$ cat src/rtl/gpio_event_ctrl.sv
// GPIO input bank: per-pin synchroniser, optional debounce, edge detection, sticky status and irq.
// Define GPIO_EVT_DEBOUNCE_EN to build the per-pin debounce counters; otherwise pins pass straight through.
module gpio_event_ctrl #(
  parameter int PIN_NUM     = 32,
  parameter int SYNC_STAGES = 2,
  parameter int DEB_CNT_W   = 8
) (
  input  logic                   clk,
  input  logic                   rst,
  input  logic [PIN_NUM-1:0]     gpio_in,
  input  logic [2*PIN_NUM-1:0]   cfg_mode,
  input  logic [PIN_NUM-1:0]     cfg_irq_en,
  input  logic [DEB_CNT_W-1:0]   cfg_deb_len,
  input  logic                   clr_valid,
  input  logic [PIN_NUM-1:0]     clr_mask,
  output logic                   clr_ready,
  output logic [PIN_NUM-1:0]     pin_state,
  output logic [PIN_NUM-1:0]     evt_status,
  output logic [PIN_NUM-1:0]     evt_overflow,
  output logic                   irq
);

  logic [PIN_NUM-1:0] sync_q [SYNC_STAGES];
  logic [PIN_NUM-1:0] sync_w;
  logic [PIN_NUM-1:0] pin_q, pin_d;
  logic [PIN_NUM-1:0] sts_q, sts_d;
  logic [PIN_NUM-1:0] ovf_q, ovf_d;
  logic [PIN_NUM-1:0] rise_en_w, fall_en_w;
  logic [PIN_NUM-1:0] evt_w, clr_w;
  logic               irq_q, irq_d;
  logic               rdy_q;

  assign sync_w = sync_q[SYNC_STAGES-1];

  always_ff @(posedge clk) begin
    if (!rst) begin
      for (int s = 0; s < SYNC_STAGES; s++) sync_q[s] <= '0;
    end else begin
      sync_q[0] <= gpio_in;
      for (int s = 1; s < SYNC_STAGES; s++) sync_q[s] <= sync_q[s-1];
    end
  end

`ifdef GPIO_EVT_DEBOUNCE_EN
  logic [DEB_CNT_W-1:0] cnt_q [PIN_NUM];
  logic [DEB_CNT_W-1:0] cnt_d [PIN_NUM];

  function automatic logic [DEB_CNT_W-1:0] sat_inc(input logic [DEB_CNT_W-1:0] v);
    return (&v) ? v : v + DEB_CNT_W'(1);
  endfunction

  // A differing level is accepted once it has persisted past the threshold; any agreement restarts the count.
  always_comb begin
    pin_d = pin_q;
    for (int i = 0; i < PIN_NUM; i++) begin
      cnt_d[i] = '0;
      if (sync_w[i] != pin_q[i]) begin
        if (cnt_q[i] >= cfg_deb_len) pin_d[i] = sync_w[i];
        else                         cnt_d[i] = sat_inc(cnt_q[i]);
      end
    end
  end

  always_ff @(posedge clk) begin
    if (!rst) begin
      for (int i = 0; i < PIN_NUM; i++) cnt_q[i] <= '0;
    end else begin
      for (int i = 0; i < PIN_NUM; i++) cnt_q[i] <= cnt_d[i];
    end
  end
`else
  logic unused_deb_len;
  assign unused_deb_len = ^cfg_deb_len;
  assign pin_d = sync_w;
`endif

  always_comb begin
    rise_en_w = '0;
    fall_en_w = '0;
    for (int i = 0; i < PIN_NUM; i++) begin
      rise_en_w[i] = cfg_mode[2*i];
      fall_en_w[i] = cfg_mode[2*i+1];
    end
  end

  // Events are taken from the pin_state transition itself so status lands on the same edge.
  always_comb begin
    evt_w = (pin_d & ~pin_q & rise_en_w) | (~pin_d & pin_q & fall_en_w);
    clr_w = {PIN_NUM{clr_valid & rdy_q}} & clr_mask;
    sts_d = (sts_q & ~clr_w) | evt_w;
    ovf_d = (ovf_q | (evt_w & sts_q)) & ~clr_w;
    irq_d = |(sts_q & cfg_irq_en);
  end

  always_ff @(posedge clk) begin
    if (!rst) begin
      pin_q <= '0;
      sts_q <= '0;
      ovf_q <= '0;
      irq_q <= 1'b0;
      rdy_q <= 1'b0;
    end else begin
      pin_q <= pin_d;
      sts_q <= sts_d;
      ovf_q <= ovf_d;
      irq_q <= irq_d;
      rdy_q <= 1'b1;
    end
  end

  assign clr_ready    = rdy_q;
  assign pin_state    = pin_q;
  assign evt_status   = sts_q;
  assign evt_overflow = ovf_q;
  assign irq          = irq_q;

endmodule
$ cat config.mk
export PLATFORM = sky130hd
export DESIGN_NAME = gpio_event_ctrl
export DESIGN_NICKNAME = d
export VERILOG_FILES = /design/src/rtl/gpio_event_ctrl.sv
export SDC_FILE = /design/constraint.sdc
export NUM_CORES = 1
export LEC_CHECK = 0
export ABC_AREA = 0
export BUFFER_PORTS_ARGS = -buffer_cell sky130_fd_sc_hd__buf_2
export CAP_MARGIN = 20
export CORE_ASPECT_RATIO = 1.75
export CORE_MARGIN = 4
export CORE_UTILIZATION = 46
export CTS_BUF_LIST = sky130_fd_sc_hd__clkbuf_8 sky130_fd_sc_hd__clkbuf_16
export DETAILED_ROUTE_END_ITERATION = 8
export HOLD_SLACK_MARGIN = 0.12
export PLACE_DENSITY = 0.87
export REMOVE_ABC_BUFFERS = 1
export SLEW_MARGIN = 20
export SYNTH_ARGS = -nofsm -noshare
export SYNTH_HDL_FRONTEND = slang
export SYNTH_SLANG_ARGS = --single-unit
$ cat constraint.sdc
create_clock -name clk -period 1.56 [get_ports clk]
set_clock_uncertainty 0.2 [all_clocks]
set_input_delay 0.078 -clock clk [delete_from_list [all_inputs] [get_ports clk]]
set_output_delay 0.078 -clock clk [all_outputs]
set_load 0.01 [all_outputs]
==> results of run 1 <==
cell families after synthesis:
group,after synthesis,synth area share
and+or+nand+nor,197,0.212
AOI/OAI and AO/OA,145,0.208
DFF,162,0.557
buffers and inverters,25,0.0228
stage by stage:
step | hold WS [ns] | util | setup TNS (ns) | area [sq um] | instances
detailed placement | 0.0861 | 0.590 | -0.0901 | 7340 | 942
global placement | 0.0839 | 0.590 | -0.0721 | 7340 | 942
floorplan | -0.0943 | - | -36.09 | 5690 | 505
cell usage after synthesis (all sizes together):
master  instances
a21bo          32
a21boi         32
a22oi          16
a31oi          32
and2           97
buf            11
clkbuf         13
dfxtp         162
inv             1
nand2          32
nand3b         64
nand4           4
o211a          32
o41a            1
==> flow_summary.toml, run 1 <==
[run_status]
status = "stopped before the end"
stop_stage = "4_1_cts"
error = "[ERROR RSZ-0060] Max buffer count reached."

[clocking]
post_cts_resized = 2
cts_hold_buf = 196
clock_path_buffers = 2
clock_tree.root_cell = "clkbuf_16"
clock_sinks = 162
cts_max_level = 4
cts_buffers = 17
post_cts_buffers = 0

[floorplanning]
start_util = 0.468
io_pins = 269
chipWidth_um = 93.0
fp-row-count = 54
die_height_um = 157

[placed_design]
pre_cts_slack_ns = -0.0901
io_buffer_count = 260
place_hpwl_mm = 11.8
place_congestion = 0.842

[yosys]
synth_seq_cells = 162
synth_top_area_frac = 0.557
seq_area_frac_synth = 0.557
ys_types = 16
syn_inst = 529
yosys_warnings = 0
post-synth-top-area-cell = "dfxtp_1"
netlist_area_sq_um = 5820
synth.avg_cell_area_sq_um = 11.0
synth_area_leaders = "dfxtp_1 56%, and2_1 10%, nand3b_1 8.3%"
==> inputs of run 2 (changes only) <==
CORE_ASPECT_RATIO = unset   (was 1.75)
CORE_UTILIZATION = 40   (was 46)
CTS_BUF_LIST = unset   (was sky130_fd_sc_hd__clkbuf_8 sky130_fd_sc_hd__clkbuf_16)
HOLD_SLACK_MARGIN = unset   (was 0.12)
PLACE_DENSITY = unset   (was 0.87)
PLACE_DENSITY_LB_ADDON = 0.15   (was unset)
==> flow_summary.toml, run 2 <==
[finish]
largest_reg_flops = 64
finalNonFillerCells = 1158
nets = 1134
stdcell_area_sq_um = 9650
syn2layout_area_growth_pct = 65.8
layout_common_cells = "259 x buf_2, 167 x dlygate4sd3_1, 162 x dfxtp_1"
drive_gt1_frac = 0.319
top_register = "sync_q"
final_common_cell = "buf_2"
nFillCells = 1026

[route]
drt_iter0_drc = 220
routed_via_density = 5.01
avgRoutedWirePerCell_um = 16.3
top_layer = "met4"
num_vias = 5803
wl_met1_mm = 7.40
firstDrtPassIters = 4
drc = 0
met3_length_mm = 1.38
wl_met2_mm = 9.21
wirelength_mm = 18.9
drtAntennaViolNets = 0

[floorplanning]
chipWidth_um = 129
fp-row-count = 43
die_height_um = 129
core-area_sq_um = 14000
dieArea_sq_um = 16500
io_pins = 269
start_util = 0.415

[sta]
relSlewSlack = 0.809
slew_viol_final = 0
finalCritPeriodShare = 0.976
fmax_mhz = 657
rsz0062_at_grt = "false"
whs_ns = 0.200
fin_ws_ns = 0.0379
finalCriticalPeriod_ns = 1.52
hold_viol = 0
worst_slew_pin_slew_ns = 0.287
finalSetupViolCount = 0

[placed_design]
placed_cell_area_sq_um = 7370
place_congestion = 0.830
pre_cts_slack_ns = -0.0304
dp.cells = 957
place_hpwl_mm = 12.1
io_buffer_count = 260

[setup_path]
timing.rr.start = "evt_status[3]"
endpoint_kind = "flop"
worstSetupStartpoint = "evt_status[3]"
crit_chain = "a22oi_1 > nand4_1 > o41a_1"
cpPeakStageDelay_ns = 0.43
cp_top_family = "compound AO/OA/AOI/OAI gates"
start_kind = "flop"
critPathArrivalTime_ns = 1.62
required_ns = 1.66
path_class = "reg2reg"
crit_path_top_delay_cell = "o41a_1"
worst-path-buf-inv = 0
critPathMaxFanout = 4

[yosys]
synth.avg_cell_area_sq_um = 11.0
synth.top_cells.by_count = "162 x dfxtp_1, 97 x and2_1, 64 x nand3b_1"
synth_top_area_frac = 0.557
post-synth-top-area-cell = "dfxtp_1"
seq_area_frac_synth = 0.557
yosys_warnings = 0
synth_area_leaders = "dfxtp_1 56%, and2_1 10%, nand3b_1 8.3%"
synth_edf_count = 0
syn_inst = 529
yosysMostFrequentCell = "dfxtp_1"
ys_types = 16
ys.flop_type = "dfxtp_1"
async_reset_ff_frac = 0
netlist_area_sq_um = 5820
synth_seq_cells = 162

[clocking]
path_clk_slew_ns = 0.06
clock_sinks = 162
clk_latency_ns = 0.42
tritoncts = "built"
post_cts_buffers = 0
clock_tree.root_cell = "clkbuf_16"
cts_max_level = 4
cts_buffers = 17
clock_path_buffers = 2

[worst_hold_path]
min_from = "gpio_in[25]"
hold_path.class = "in2reg"

[global_routing]
grt_pass1_vias = 6209
grt_max_degree = 65
grtUsageTotal = 0.227
overflow = 0
grt_pass1_wl_mm = 29.5
antenna_found_initial = 1

[power_and_ir_drop]
p_leak_nw = 4.67
pwr_density_cell_nw_per_um2 = 983
ir_worst_vdd_mv = 0.758

[run]
maxCapViolations = 0

[run_status]
status = "completed"
run 2: cell counts after synthesis:
Identical to the previous run, type by type.
run 2: where the power goes:
part	internal, mW	switching, mW
sequential	4.29	0.0887
combinational	0.657	0.412
clock	2.44	1.61
run 2: path summary, 6_finish.rpt:
kind,to,slack (ns),depth (start not counted)
worst max-delay path,irq,0.04,3
worst min-delay path,sync_q[0][25],0.20,3
worst max register to register,irq,0.04,3
worst min register to register,sync_q[0][42],0.23,1
run 2: repair_timing:
item,4_1_cts,5_1_grt
gates cloned,0,0
resized for setup,1,2
hold buffers,167,0
hold endpoints to repair,107,0
setup endpoints to repair,1,1
pin swaps,0,1
run 2: per-layer routing:
metal / global-route usage / vias to the layer above
li1: - / 2764
met1: 0.245 / 2693
met2: 0.390 / 275
met3: 0.0614 / 71
met4: 0.146 / 0
met5: 0 / -
run 2: cell families (layout without fill, tap and decap cells):
logic type | count (synthesis) | count (layout) | synth area share
buf+inv | 25 | 471 | 0.0228
compound gates | 145 | 145 | 0.208
flops | 162 | 162 | 0.557
simple gates | 197 | 197 | 0.212
other cells | 0 | 3 | 0
run 2: cell type report:
| type | instances | area (sq um) | share of cell area |
|---|---|---|---|
| diodes | 3 | 7.51 | 0.000778 |
| multi-input cells | 342 | 2460 | 0.255 |
| clock inverters | 8 | 76.3 | 0.00791 |
| flip-flops and latches | 162 | 3240 | 0.336 |
| well taps | 180 | 225 | 0.0233 |
| inverters | 1 | 3.75 | 0.000389 |
| clock buffers | 23 | 508 | 0.0526 |
| repair buffers | 439 | 3130 | 0.324 |
run 2: worst min-delay path: cells and delay by family:
kind	cells	cell delay, ns
buffers and inverters	2	0.61
and+or+nand+nor	1	0.10
run 2: stage by stage:
step                 util  setup TNS (ns)  power [mW]
floorplan               -          -36.09        4.71
global placement    0.525               0        5.16
detailed placement  0.525         -0.0304        5.18
CTS                 0.686               0        9.55
global route        0.687               0        9.85
finish              0.687               0        9.49
(Power assumes the default switching activity.)
==> inputs of run 3 (changes only) <==
ABC_AREA = 1   (was 0)
CTS_CLUSTER_DIAMETER = 30   (was unset)
==> flow_summary.toml, run 3 <==
[run_status]
status = "completed"

[finish]
postLayoutCoreUtil = 0.713
final_common_cell = "buf_2"
finalNonFillerCells = 1432
nFillCells = 1086
nets = 1410
syn2layout_area_growth_pct = 74.5
top_register = "sync_q"
diodes = 0
drive_gt1_frac = 0.244
stdcell_area_sq_um = 9940
layout_common_cells = "259 x buf_2, 247 x nand2_1, 205 x dlygate4sd3_1"
largest_reg_flops = 64

[placed_design]
dp.cells = 1195
place_congestion = 0.797
placed_cell_area_sq_um = 7270
io_buffer_count = 260
place_hpwl_mm = 10.8

[global_routing]
grt_pass1_wl_mm = 30.1
grt_pass1_vias = 6663
antenna_found_initial = 0
overflow = 0
grt_max_degree = 22
grtUsageTotal = 0.231

[setup_path]
worst-path-buf-inv = 2
critPathMaxFanout = 2
critPathArrivalTime_ns = 1.66
required_ns = 1.72
crit_path_top_delay_cell = "dlygate4sd3_1"
crit_chain = "inv_1 > nor2_1 > nand2_1 > nand2_1 > nand2_1 > dlygate4sd3_1 > o21ai_1"
cpPeakStageDelay_ns = 0.54
path_class = "reg2reg"
cp_top_family = "buffers and inverters"
start_kind = "flop"
cp_common_cell = "nand2_1"
endpoint_kind = "flop"

[yosys]
async_reset_ff_frac = 0
synth_seq_cells = 162
synth_top_area_frac = 0.570
syn_inst = 762
synth_edf_count = 0
synth.avg_cell_area_sq_um = 7.47
post-synth-top-area-cell = "dfxtp_1"
yosys_warnings = 0
ys.flop_type = "dfxtp_1"
yosysMostFrequentCell = "nand2_1"
ys_types = 11
netlist_area_sq_um = 5690
seq_area_frac_synth = 0.570
synth_area_leaders = "dfxtp_1 57%, nand2_1 16%, a21oi_1 11%"
synth.top_cells.by_count = "247 x nand2_1, 162 x dfxtp_1, 130 x inv_1"

[sta]
finalCritPeriodShare = 0.961
slew_viol_final = 0
worst_slew_pin_slew_ns = 0.443
rsz0062_at_grt = "true"
hold_viol = 0
finalCriticalPeriod_ns = 1.50
finalSetupViolCount = 0
relSlewSlack = 0.704
setup_tns_ns = 0
fmax_mhz = 667

[route]
routed_via_density = 4.47
firstDrtPassIters = 5
avgRoutedWirePerCell_um = 13.0
drt_iter0_drc = 260
wirelength_mm = 18.6
drc = 0
num_vias = 6396
drtAntennaViolNets = 0

[power_and_ir_drop]
p_leak_nw = 5.44
p_comb_frac = 0.123
ir_worst_vdd_mv = 0.860
p_seq_frac = 0.446
p_clk_frac = 0.431
pwr_density_cell_nw_per_um2 = 996
p_sw_frac = 0.232
p_int_mw = 7.61
switchingPower_mw = 2.29

[floorplanning]
start_util = 0.409
dieArea_sq_um = 16200
die_height_um = 127
core-area_sq_um = 13900
io_pins = 269
chipWidth_um = 127
fp-row-count = 43

[run]
maxCapViolations = 0

[clocking]
tritoncts = "built"
post_cts_buffers = 0
clock_sinks = 162
cts_buffers = 17
path_clk_slew_ns = 0.06
clock_path_buffers = 2
clock_tree.root_cell = "clkbuf_16"
clk_latency_ns = 0.42
cts_max_level = 4

[worst_hold_path]
hold_path.class = "in2reg"
run 3: changes by cell type in the layout (fill, tap and decap cells not counted), moves of 38 or more:
| cell | delta |
|---|---|
| nand2_1 | +215 |
| inv_1 | +129 |
| a21oi_1 | +126 |
| and2_1 | -96 |
| nor2_1 | +74 |
| nand3b_1 | -64 |
| dlygate4sd3_1 | +38 |
run 3: cells by family after synthesis:
kind of cell	share of synthesized area
buf+inv	0.106
flops	0.570
compound gates	0.112
simple gates	0.212
run 3: routing by layer:
| layer | global-route usage | wire (um) | vias up | part of all wire |
|---|---|---|---|---|
| met3 | 0.0661 | 1130 | 62 | 0.061 |
| met1 | 0.233 | 6930 | 2855 | 0.37 |
| met5 | 0 | 0 | - | 0 |
| met4 | 0.117 | 655 | 0 | 0.035 |
| met2 | 0.430 | 9920 | 234 | 0.53 |
| li1 | - | - | 3245 | - |
run 3: area by class of cell:
type                       instances  area, sq um  share of cell area
clock inverter                    12          156              0.0157
sequential                       162         3240               0.327
tap                              180          225              0.0227
clock buffer                      20          457              0.0460
timing repair buffer             478         3520               0.354
multi-input combinational        449         1850               0.186
inverter                         131          492              0.0495
run 3: power by group through the flow:
stage               sequential, mW  combinational, mW  clock, mW
global route                  4.43               1.34       4.54
floorplan                     4.52              0.299          0
finish                        4.41               1.22       4.27
global placement              4.50              0.782          0
detailed placement            4.50              0.791          0
CTS                           4.41               1.19       4.35
run 3: timing repair:
item	CTS	global route
endpoints found under the hold margin	136	5
hold buffers	203	3
gates resized for setup	0	2
setup endpoints to repair	0	6
run 3: worst paths after layout:
kind              slack, ns  cells after the start              to            from
setup / recovery       0.06                      7  evt_status[31]   pin_state[31]
hold / removal         0.02                      7             irq  cfg_irq_en[19]
hold reg to reg        0.20                      2   sync_q[0][52]   sync_q[0][20]
setup reg to reg       0.06                      7  evt_status[31]   pin_state[31]
run 3: stage by stage:
step,worst slack [ns],hold WS [ns],total power [mW]
after CTS,0.0316,0.00987,9.94
final,0.0605,0.0217,9.90
after floorplan,0.219,-0.0943,4.82
after detailed placement,0.273,0.0614,5.29
after global routing,-0.0400,0.0180,10.3
after global placement,0.285,0.0590,5.28
run 3: worst min-delay path, stage by stage:
cell and delay [ns]:
buf_2 0.07, nand2_1 0.05, nand2_1 0.07, nor2_1 0.07, nand2_1 0.08, nor2_1 0.05, a21oi_1 0.11
==> inputs of run 4 (changes only) <==
HOLD_SLACK_MARGIN = 0.1   (was unset)
==> flow_summary.toml, run 4 (synthesis results as in run 3) <==
[sta]
worst_slew_pin_slew_ns = 0.415
slew_viol_final = 0
hold_viol = 0
finalCriticalPeriod_ns = 1.39
setup_tns_ns = 0
finalSetupViolCount = 0
relSlewSlack = 0.722
fmax_mhz = 717
rsz0062_at_grt = "false"
finalCritPeriodShare = 0.894

[finish]
diodes = 0
multi_input_area_sq_um = 1850
final_common_cell = "buf_2"
largest_reg_flops = 64
top_register = "sync_q"
nFillCells = 1064
syn2layout_area_growth_pct = 77.1
postLayoutCoreUtil = 0.724
layout_common_cells = "259 x buf_2, 247 x nand2_1, 218 x dlygate4sd3_1"
nets = 1424
seqCellArea_sq_um = 3240
drive_gt1_frac = 0.243

[route]
firstDrtPassIters = 5
avgRoutedWirePerCell_um = 13.1
num_vias = 6494
drc = 0
wirelength_mm = 18.9
routed_via_density = 4.49
drtAntennaViolNets = 0
drt_iter0_drc = 323

[setup_path]
crit_path_top_delay_cell = "dlygate4sd3_1"
start_kind = "primary input"
crit_chain = "buf_4 > buf_12 > buf_12 > dlygate4sd3_1 > nand2_1 > nor2_1"
cp_common_cell = "buf_12"
critPathMaxFanout = 18
endpoint_kind = "flop"
cp_top_family = "buffers and inverters"
required_ns = 1.72
path_class = "in2reg"
critPathArrivalTime_ns = 1.55
worst-path-buf-inv = 4
cpPeakStageDelay_ns = 0.75

[clocking]
clock_sinks = 162
post_cts_buffers = 0
cts_buffers = 17
path_clk_slew_ns = 0.06
clock_tree.root_cell = "clkbuf_16"
clk_latency_ns = 0.42
cts_max_level = 4
tritoncts = "built"
clock_path_buffers = 2

[power_and_ir_drop]
pwr_density_cell_nw_per_um2 = 984
p_leak_nw = 5.50
design_power_total_mw = 9.93
ir_worst_vdd_mv = 0.810

[global_routing]
grt_max_degree = 32
overflow = 0
antenna_found_initial = 0
grtUsageTotal = 0.235
grt_pass1_wl_mm = 30.5
grt_pass1_vias = 6699

[floorplanning]
dieArea_sq_um = 16200
io_pins = 269
core-area_sq_um = 13900
start_util = 0.409
die_height_um = 127
fp-row-count = 43
chipWidth_um = 127

[run_status]
status = "completed"

[placed_design]
io_buffer_count = 260
place_hpwl_mm = 10.8
place_congestion = 0.797

[run]
maxCapViolations = 0

[worst_hold_path]
hold_path.class = "in2reg"
## run 4: changes by cell type in the layout (fill, tap and decap cells not counted), sizes merged
cell,before,now
dlygate4sd3,205,218
buf,273,274
## run 4: repair_timing
action	CTS	global route
resized for setup	0	3
hold endpoints to repair	142	0
endpoints found under the setup margin	0	1
hold buffers	220	0
## run 4: layout make-up
cell class,instances,share of cell area
inverters,131,0.0488
flip-flops and latches,162,0.322
repair buffers,492,0.363
clock buffers,20,0.0453
clock inverters,12,0.0155
multi-input cells,449,0.183
well taps,180,0.0223
## run 4: tightest hold or removal path, stage by stage
cell	delay, ns
buf_4	0.18
buf_12	0.18
buf_12	0.13
nand2_1	0.06
nor2_1	0.05
## run 4: per-stage QoR
step	hold WS (ns)	std cells	instance area (sq um)	worst slack, ns
after floorplan	-0.0943	742	5580	0.219
after CTS	0.104	1447	10100	0.0316
after global routing	0.109	1446	10100	0.110
after detailed placement	0.0614	1195	7270	0.273
after global placement	0.0590	1195	7270	0.285
final	0.118	1446	10100	0.165
## run 4: worst paths after layout
path | startpoint | end | slack (ns) | depth (start not counted)
hold reg to reg | sync_q[0][20] | sync_q[0][52] | 0.21 | 2
setup / recovery | rst | evt_overflow[21] | 0.17 | 6
setup reg to reg | sync_q[0][56] | pin_state[24] | 0.23 | 3
hold / removal | rst | evt_overflow[17] | 0.12 | 5
## run 4: power by group
part	switching [mW]	internal, mW	leakage (nW)
logic	0.527	0.726	3.88
registers	0.111	4.30	1.33
clock network	1.65	2.61	0.300
total	2.29	7.64	5.50
## run 4: metal layers
layer | track usage | routed length [um]
met2 | 0.447 | 10100
met1 | 0.234 | 7110
met3 | 0.0640 | 1010
met4 | 0.115 | 680
met5 | 0 | 0
